==> src/rtl/pipeline_hazard_ctrl.sv <==
// pipeline_hazard_ctrl: stall/flush sequencing for the 5-stage pipeline (load-use bubble, branch flush, memory freeze)
// Ports:
//   clk, rst                      clock, synchronous active-high reset
//   idex_memRead, idex_writeReg   load destination currently in ID/EX
//   ifid_rs1/rs2, ifid_use_rs1/2  source operands of the instruction in IF/ID
//   exmem_branch_taken            taken branch resolved in EX/MEM
//   exmem_memAccess, dmem_ready   memory access in EX/MEM and its completion
//   pc_write .. exmem_write       stage enables
//   ifid_flush, idex_flush        stage squash controls
//   stall_count, flush_count      saturating performance counters
//   mem_timeout                   sticky memory-wait timeout flag
module pipeline_hazard_ctrl #(
    parameter int CNT_W    = 16,
    parameter int MAX_WAIT = 64
) (
    input  logic             clk,
    input  logic             rst,
    input  logic             idex_memRead,
    input  logic [4:0]       idex_writeReg,
    input  logic [4:0]       ifid_rs1,
    input  logic [4:0]       ifid_rs2,
    input  logic             ifid_use_rs1,
    input  logic             ifid_use_rs2,
    input  logic             exmem_branch_taken,
    input  logic             exmem_memAccess,
    input  logic             dmem_ready,
    output logic             pc_write,
    output logic             ifid_write,
    output logic             idex_write,
    output logic             exmem_write,
    output logic             ifid_flush,
    output logic             idex_flush,
    output logic [CNT_W-1:0] stall_count,
    output logic [CNT_W-1:0] flush_count,
    output logic             mem_timeout
);
    localparam int WW = $clog2(MAX_WAIT + 1);

    typedef enum logic {RUN, MEM_WAIT} state_t;

    state_t        state, state_nx;
    logic [WW-1:0] wait_cnt;
    logic          mem_busy, load_use, go;

    always_comb begin
        mem_busy    = exmem_memAccess & ~dmem_ready;
        load_use    = idex_memRead & (idex_writeReg != 5'd0) &
                      ((ifid_use_rs1 & (ifid_rs1 == idex_writeReg)) |
                       (ifid_use_rs2 & (ifid_rs2 == idex_writeReg)));
        // go: pipeline is neither in reset nor frozen on memory
        go          = ~rst & ~mem_busy;
        state_nx    = mem_busy ? MEM_WAIT : RUN;
        // a taken branch squashes the load-use consumer, so it overrides the bubble
        pc_write    = go & (exmem_branch_taken | ~load_use);
        ifid_write  = go & (exmem_branch_taken | ~load_use);
        idex_write  = go;
        exmem_write = go;
        ifid_flush  = go & exmem_branch_taken;
        idex_flush  = go & (exmem_branch_taken | load_use);
    end

    always_ff @(posedge clk) begin
        if (rst) begin
            state       <= RUN;
            wait_cnt    <= '0;
            stall_count <= '0;
            flush_count <= '0;
            mem_timeout <= 1'b0;
        end else begin
            state    <= state_nx;
            wait_cnt <= !mem_busy ? WW'(0) :
                        state == RUN ? WW'(1) :
                        wait_cnt == WW'(MAX_WAIT) ? wait_cnt : wait_cnt + WW'(1);
            if (state == MEM_WAIT && mem_busy && wait_cnt == WW'(MAX_WAIT))
                mem_timeout <= 1'b1;
            if (!pc_write && !(&stall_count))
                stall_count <= stall_count + 1'b1;
            if (ifid_flush && !(&flush_count))
                flush_count <= flush_count + 1'b1;
        end
    end
endmodule
==> config.mk <==
export PLATFORM = sky130hd
export DESIGN_NAME = pipeline_hazard_ctrl
export DESIGN_NICKNAME = d
export VERILOG_FILES = /design/src/rtl/pipeline_hazard_ctrl.sv
export SDC_FILE = /design/constraint.sdc
export NUM_CORES = 1
export LEC_CHECK = 0
export CAP_MARGIN = 20
export CORE_MARGIN = 2
export CORE_UTILIZATION = 35
export CTS_CLUSTER_DIAMETER = 150
export DETAILED_ROUTE_END_ITERATION = 16
export GPL_TIMING_DRIVEN = 0
export PLACE_DENSITY = 0.73
export SLEW_MARGIN = 20
export SYNTH_ARGS = -nofsm -noshare
export SYNTH_HDL_FRONTEND = slang
export SYNTH_SLANG_ARGS = --single-unit
==> constraint.sdc <==
create_clock -name clk -period 3.8 [get_ports clk]
set_clock_uncertainty 0.1 [all_clocks]
set_input_delay 1.14 -clock clk [delete_from_list [all_inputs] [get_ports clk]]
set_output_delay 1.14 -clock clk [all_outputs]
set_load 0.01 [all_outputs]
==> flow_summary.ini, run 1 <==
[synth]
yosysMostFrequentCell = dfxtp_1
ys_types = 47
synthFlopType = dfxtp_1
syn-num-nets = 276
syn_area_um2 = 2110
ys_async_sr_fraction_pct = 0
synthTopCellsByCount = 41 x dfxtp_1, 33 x nor2_1, 18 x nand2_1
synth_top_cells_by_area = dfxtp_1 39%, xor2_1 7.1%, nor2_1 5.9%
yosys_warnings = 0
synth_top_area_share_pct = 38.9
synth_edf_count = 0
ys_ff_latch = 41
synthCells = 249
synth.largest_area_cell = dfxtp_1
synth_area_per_cell_um2 = 8.47
seq_area_frac_synth_pct = 38.9

[die]
row_count = 28
die_w_um = 81.6
core_um2 = 5890
die_height_um = 81.6
initial_core_util_pct = 35.8
ios = 62
dieArea_um2 = 6660

[sta]
min_period_over_period_pct = 98.4
fmax_mhz = 268
setup_viol = 0
post-route-min-period_ps = 3740
rsz0062_at_grt = no
setup_ws_ps = 62.0
maxSlewHeadroom_pct = 59.0
final_hold_viol_count = 0
maxSlewViolCount = 0
tightestPinTransition_ps = 610

[pwr]
p_per_area_nw_per_um2 = 274
p_total_uw = 906
cellLeakagePower_nw = 1.24
vdd_ir_drop_max_v = 0.000204

[hold_path]
hp-start = mem_timeout
hp-class = reg2reg

[route]
antenna_left = 0
drc = 0
drt-initial-drc-count = 173
vias_per_cell = 5.42
post_drt_wl_per_cell_um = 15.8
wl_um = 6950
drt-pass1-iter-count = 5
vias = 2385

[critical_path]
cpMaxStageDelayCell = clkdlybuf4s50_1
cp.arrival_ps = 2500
worstSetupEndpointType = output pin
crit_path_max_incr_delay_ps = 550
path_cells = clkdlybuf4s50_1, nand2b_4, and2_4, clkdlybuf4s50_1
criticalPathCategory = in2out
crit_top_cell = clkdlybuf4s50_1
cp_max_fo = 5
cp.required_ps = 2560
reg2reg_from = stall_count[0]
crit_path_start = dmem_ready
crit_path_start_kind = primary input

[cts]
clock_path_buffers = 2
cts_tree = yes
worst_skew_pair.late_latency_ps = 310
cts_buffers = 5
htreeDepth = 2
cts-root-buf = clkbuf_8
clk_pin_slew_ps = 90
clock-sinks = 41

[cells_and_area]
post_route_cells_drive_above_1_share_pct = 23.6
multi_input_area_um2 = 1290
regArea_um2 = 821
nets = 391
area_delta_synth_final_pct = 56.9
nFillCells = 536
finalCoreUtilization_pct = 56.2
n_antenna_cell = 0

[global_route]
antenna_found_initial = 0
overflow = 0
busiest_layer = met2
grtUsageMet1_pct = 26.1
grt.total_usage_pct = 22.8
grt_util_met2_pct = 36.6
grt_pass1_wl_um = 11500
met3_usage_pct = 6.04
grt_max_degree = 15
grt_pass1_vias = 2326

[place]
pre_cts_slack_ps = -935
place_hpwl_um = 3820
port_buffers = 60
gp_congestion = 0.764

[flow_run]
maxCapViolCount = 0

[outcome]
status = finished clean
[timing repair]
item / in CTS / in global routing
resized for setup: 51 / 22
endpoints found under the hold margin: 0 / 0
gates cloned: 0 / 1
setup buffers: 53 / 2
hold buffers: 0 / 0
pin swaps: 21 / 19
setup endpoints to repair: 6 / 12
[critical path, delay by kind of cell]
family	cells	cell delay, ps
buffers and inverters	2	1010
AND/OR/NAND/NOR	2	340
[per-stage QoR]
stage	hold slack [ps]	cell area (um^2)	setup TNS, ps	instances
3_3_place_gp	343	2800	-2730	384
3_5_place_dp	361	2800	-2780	384
4_1_cts	382	3300	0	443
6_report	380	3310	0	440
2_1_floorplan	339	2110	0	249
5_1_grt	408	3310	0	440
[worst paths after layout]
check / endpoint / slack [ps] / cells after the start
setup / recovery: exmem_write / 60 / 4
hold / removal: mem_timeout / 380 / 1
setup reg to reg: stall_count[1] / 1100 / 8
hold reg to reg: mem_timeout / 380 / 1
[cells in the final DEF (no fill, tap or decap), types with 2 or more instances in the layout]
| master | n |
|---|---|
| buf_4 | 48 |
| dfxtp_1 | 41 |
| clkdlybuf4s50_1 | 39 |
| nor2_1 | 33 |
| nand2_1 | 17 |
| nand3_1 | 17 |
| xor2_1 | 17 |
| a21oi_1 | 11 |
| xnor2_1 | 10 |
| nand4_1 | 10 |
| inv_1 | 9 |
| dlygate4sd2_1 | 9 |
| o31ai_1 | 7 |
| buf_2 | 7 |
| nor3_1 | 5 |
| or4_1 | 5 |
| clkbuf_8 | 5 |
| clkbuf_1 | 4 |
| xnor2_2 | 4 |
| and3_1 | 4 |
| and4_1 | 4 |
| buf_6 | 4 |
| ha_1 | 4 |
| mux2i_1 | 3 |
| nor4_1 | 2 |
| and2_1 | 2 |
| a211oi_1 | 2 |
| o211ai_1 | 2 |
| or3_1 | 2 |
| o21ai_1 | 2 |
| clkbuf_2 | 2 |
| clkdlybuf4s15_1 | 2 |
[power by group]
part	internal [mW]	leakage (nW)	switching, mW	total (mW)
sequential	0.435	0.331	0.00731	0.442
combinational	0.0934	0.864	0.0735	0.167
clock	0.130	0.0445	0.166	0.297
[state kept, by name, indices dropped and copies added (netlist names)]
register	flops
flush_count	16
stall_count	16
wait_cnt	7
mem_timeout	1
state	1
[logic make-up (layout without fill, tap and decap cells)]
family                   Yosys count  in the layout  share of synthesized area (%)
AO/OA/AOI/OAI                     38             38                           12.6
XOR/XNOR                          31             31                           12.9
adder cells (fa/ha/maj)            4              4                           2.37
buffers and inverters             20            136                           4.33
flip-flops                        41             41                           38.9
multiplexers                       4              4                           1.96
AND/OR/NAND/NOR                  111            111                           26.9
[per-layer routing]
layer,share of wire (%),vias up
met4,5.7,0
met2,47,126
met3,6.4,36
met5,0,-
li1,-,1116
met1,41,1107
[area by class of cell]
type / instances / share of cell area, %
inverter: 11 / 1.32
buffer: 7 / 1.14
clock buffer: 5 / 2.08
multi-input combinational: 188 / 38.9
timing repair buffer: 110 / 28.2
sequential: 41 / 24.8
clock inverter: 3 / 0.643
tap: 75 / 2.84
No activity file was read; power rests on OpenSTA's default activity.
==> inputs of run 2 (changes only) <==
- clock period: 3.8 -> 4.8 ns (I/O delays scaled with it)
==> run 2 against run 1 <==
Core utilization is 6.2 points lower; hold slack worse by 4.3 ps; highest routed layer unchanged; critical path type unchanged; global-route usage is 6.1 points lower; critical path depth is 4 higher; routed wire length is 25% lower; largest power group unchanged; combinational power is 49% lower; final cell count is 9.5% lower.
==> flow_summary.ini, run 2 (same netlist as run 1, synthesis figures left out) <==
[cells_and_area]
top_regs = flush_count x16, stall_count x16, wait_cnt x7
area_delta_synth_final_pct = 39.5
nets = 349
layout_commonest_cell = clkdlybuf4s50_1
design_area_um2 = 2940
final_cell_mix = 52 x clkdlybuf4s50_1, 41 x dfxtp_1, 33 x nor2_1
finalCoreUtilization_pct = 50.0
post_route_cells_drive_above_1_share_pct = 7.74
n_antenna_cell = 0

[flow_run]
maxCapViolCount = 0

[sta]
rsz0062_at_grt = no
final_hold_viol_count = 0
min_period_over_period_pct = 97.0
tns_ps = 0
setup_viol = 0
setup_ws_ps = 145
post-route-min-period_ps = 4660
maxSlewViolCount = 0
maxSlewHeadroom_pct = 58.1
tightestPinTransition_ps = 624
fmax_mhz = 215

[pwr]
pwr-share-clk_pct = 34.6
swShare_pct = 25.9
seqPwrFrac_pct = 52.5
p_per_area_nw_per_um2 = 227
switchingPower_uw = 173
internal_power_uw = 494
combinationalPowerShare_pct = 12.9
p_total_uw = 667
vdd_ir_drop_max_v = 0.000154
cellLeakagePower_nw = 1.01

[die]
die_height_um = 81.6
initial_core_util_pct = 35.8
die_w_um = 81.6
core_um2 = 5890
row_count = 28
ios = 62
dieArea_um2 = 6660

[critical_path]
crit_path_max_incr_delay_ps = 490
cp_max_fo = 9
cp.arrival_ps = 3120
criticalPathCategory = in2out
cp.required_ps = 3260
cpMaxStageDelayCell = clkdlybuf4s50_1
crit_path_start_kind = primary input
crit_top_cell = buf_4
worstSetupEndpointType = output pin
path_cells = clkdlybuf4s50_1, xnor2_1, nand4_1, o22a_1, o31ai_4, inv_4, buf_4, buf_4
ff2ff_setup_slack_ps = 2110

[route]
vias = 2046
vias_per_cell = 5.14
wl_um = 5200
drt-pass1-iter-count = 4
drt-initial-drc-count = 98
drc = 0
post_drt_wl_per_cell_um = 13.1
antenna_left = 0

[global_route]
grt_pass1_vias = 1907
grt.total_usage_pct = 16.7
antenna_found_initial = 0
grt_pass1_wl_um = 8660
overflow = 0
grt_max_degree = 15

[cts]
cts_buffers = 5
worst_skew_pair.late_latency_ps = 300
cts-root-buf = clkbuf_8
cts_tree = yes
clock_path_buffers = 2
hold_buffers = 0
htreeDepth = 2
clk_pin_slew_ps = 80
clock-sinks = 41

[place]
pre_cts_slack_ps = -535
gp_congestion = 0.764
place_area_um2 = 2800
place_hpwl_um = 3820
port_buffers = 60

[outcome]
status = finished clean

[hold_path]
hp-class = reg2reg
## run 2: cell types whose count changed in the layout (fill, tap and decap cells not counted), moves of 2 or more
cell             change
xnor2_2              -4
dlygate4sd2_1        -3
clkbuf_2             -2
buf_6                -4
clkdlybuf4s50_1     +13
buf_4               -38
xnor2_1              +4
buf_2                -6
## run 2: through the flow
step	hold slack, ps	cells
final	376	398
after global placement	343	384
after floorplan	339	249
after global routing	408	398
after CTS	382	394
after detailed placement	361	384
## run 2: worst paths after layout
check                                       to  cells past startpoint            from
worst max-delay path                  pc_write                      8     ifid_rs2[0]
worst min-delay path               wait_cnt[0]                      1           state
worst max register to register  stall_count[1]                      8  stall_count[0]
worst min register to register     wait_cnt[0]                      1           state
## run 2: area by class of cell
type	count	area (um^2)
repair buffers	67	643
inverters	11	43.8
fillers	593	2940
multi-input cells	188	1210
flip-flops and latches	41	821
clock inverters	3	21.3
plain buffers	8	38.8
clock buffers	5	68.8
well taps	75	93.8
## run 2: power groups by stage
stage                     sequential [mW]  clock (mW)  combinational (mW)
after floorplan                     0.359           0              0.0381
after global placement              0.358           0              0.0804
after detailed placement            0.358           0              0.0826
after CTS                           0.350       0.238              0.0834
after global routing                0.351       0.252              0.0926
final                               0.350       0.231              0.0859
## run 2: worst max-delay path, delay by kind of cell
| kind | cells | cell delay [ps] |
|---|---|---|
| buf+inv | 4 | 860 |
| xor+xnor | 1 | 120 |
| compound gates | 2 | 570 |
| simple gates | 1 | 130 |
## run 2: metal layers
| layer | vias up | part of all wire, % | track usage (%) |
|---|---|---|---|
| li1 | 1032 | - | - |
| met1 | 957 | 46 | 21.1 |
| met4 | 0 | 1.7 | 6.33 |
| met2 | 47 | 47 | 27.8 |
| met3 | 10 | 4.5 | 3.74 |
| met5 | - | 0 | 0 |
## run 2: what timing repair did
item                                    CTS  global route
endpoints found under the setup margin    3             2
setup buffers                             2             5
gates resized for setup                  12             2
pin swaps                                 4             4
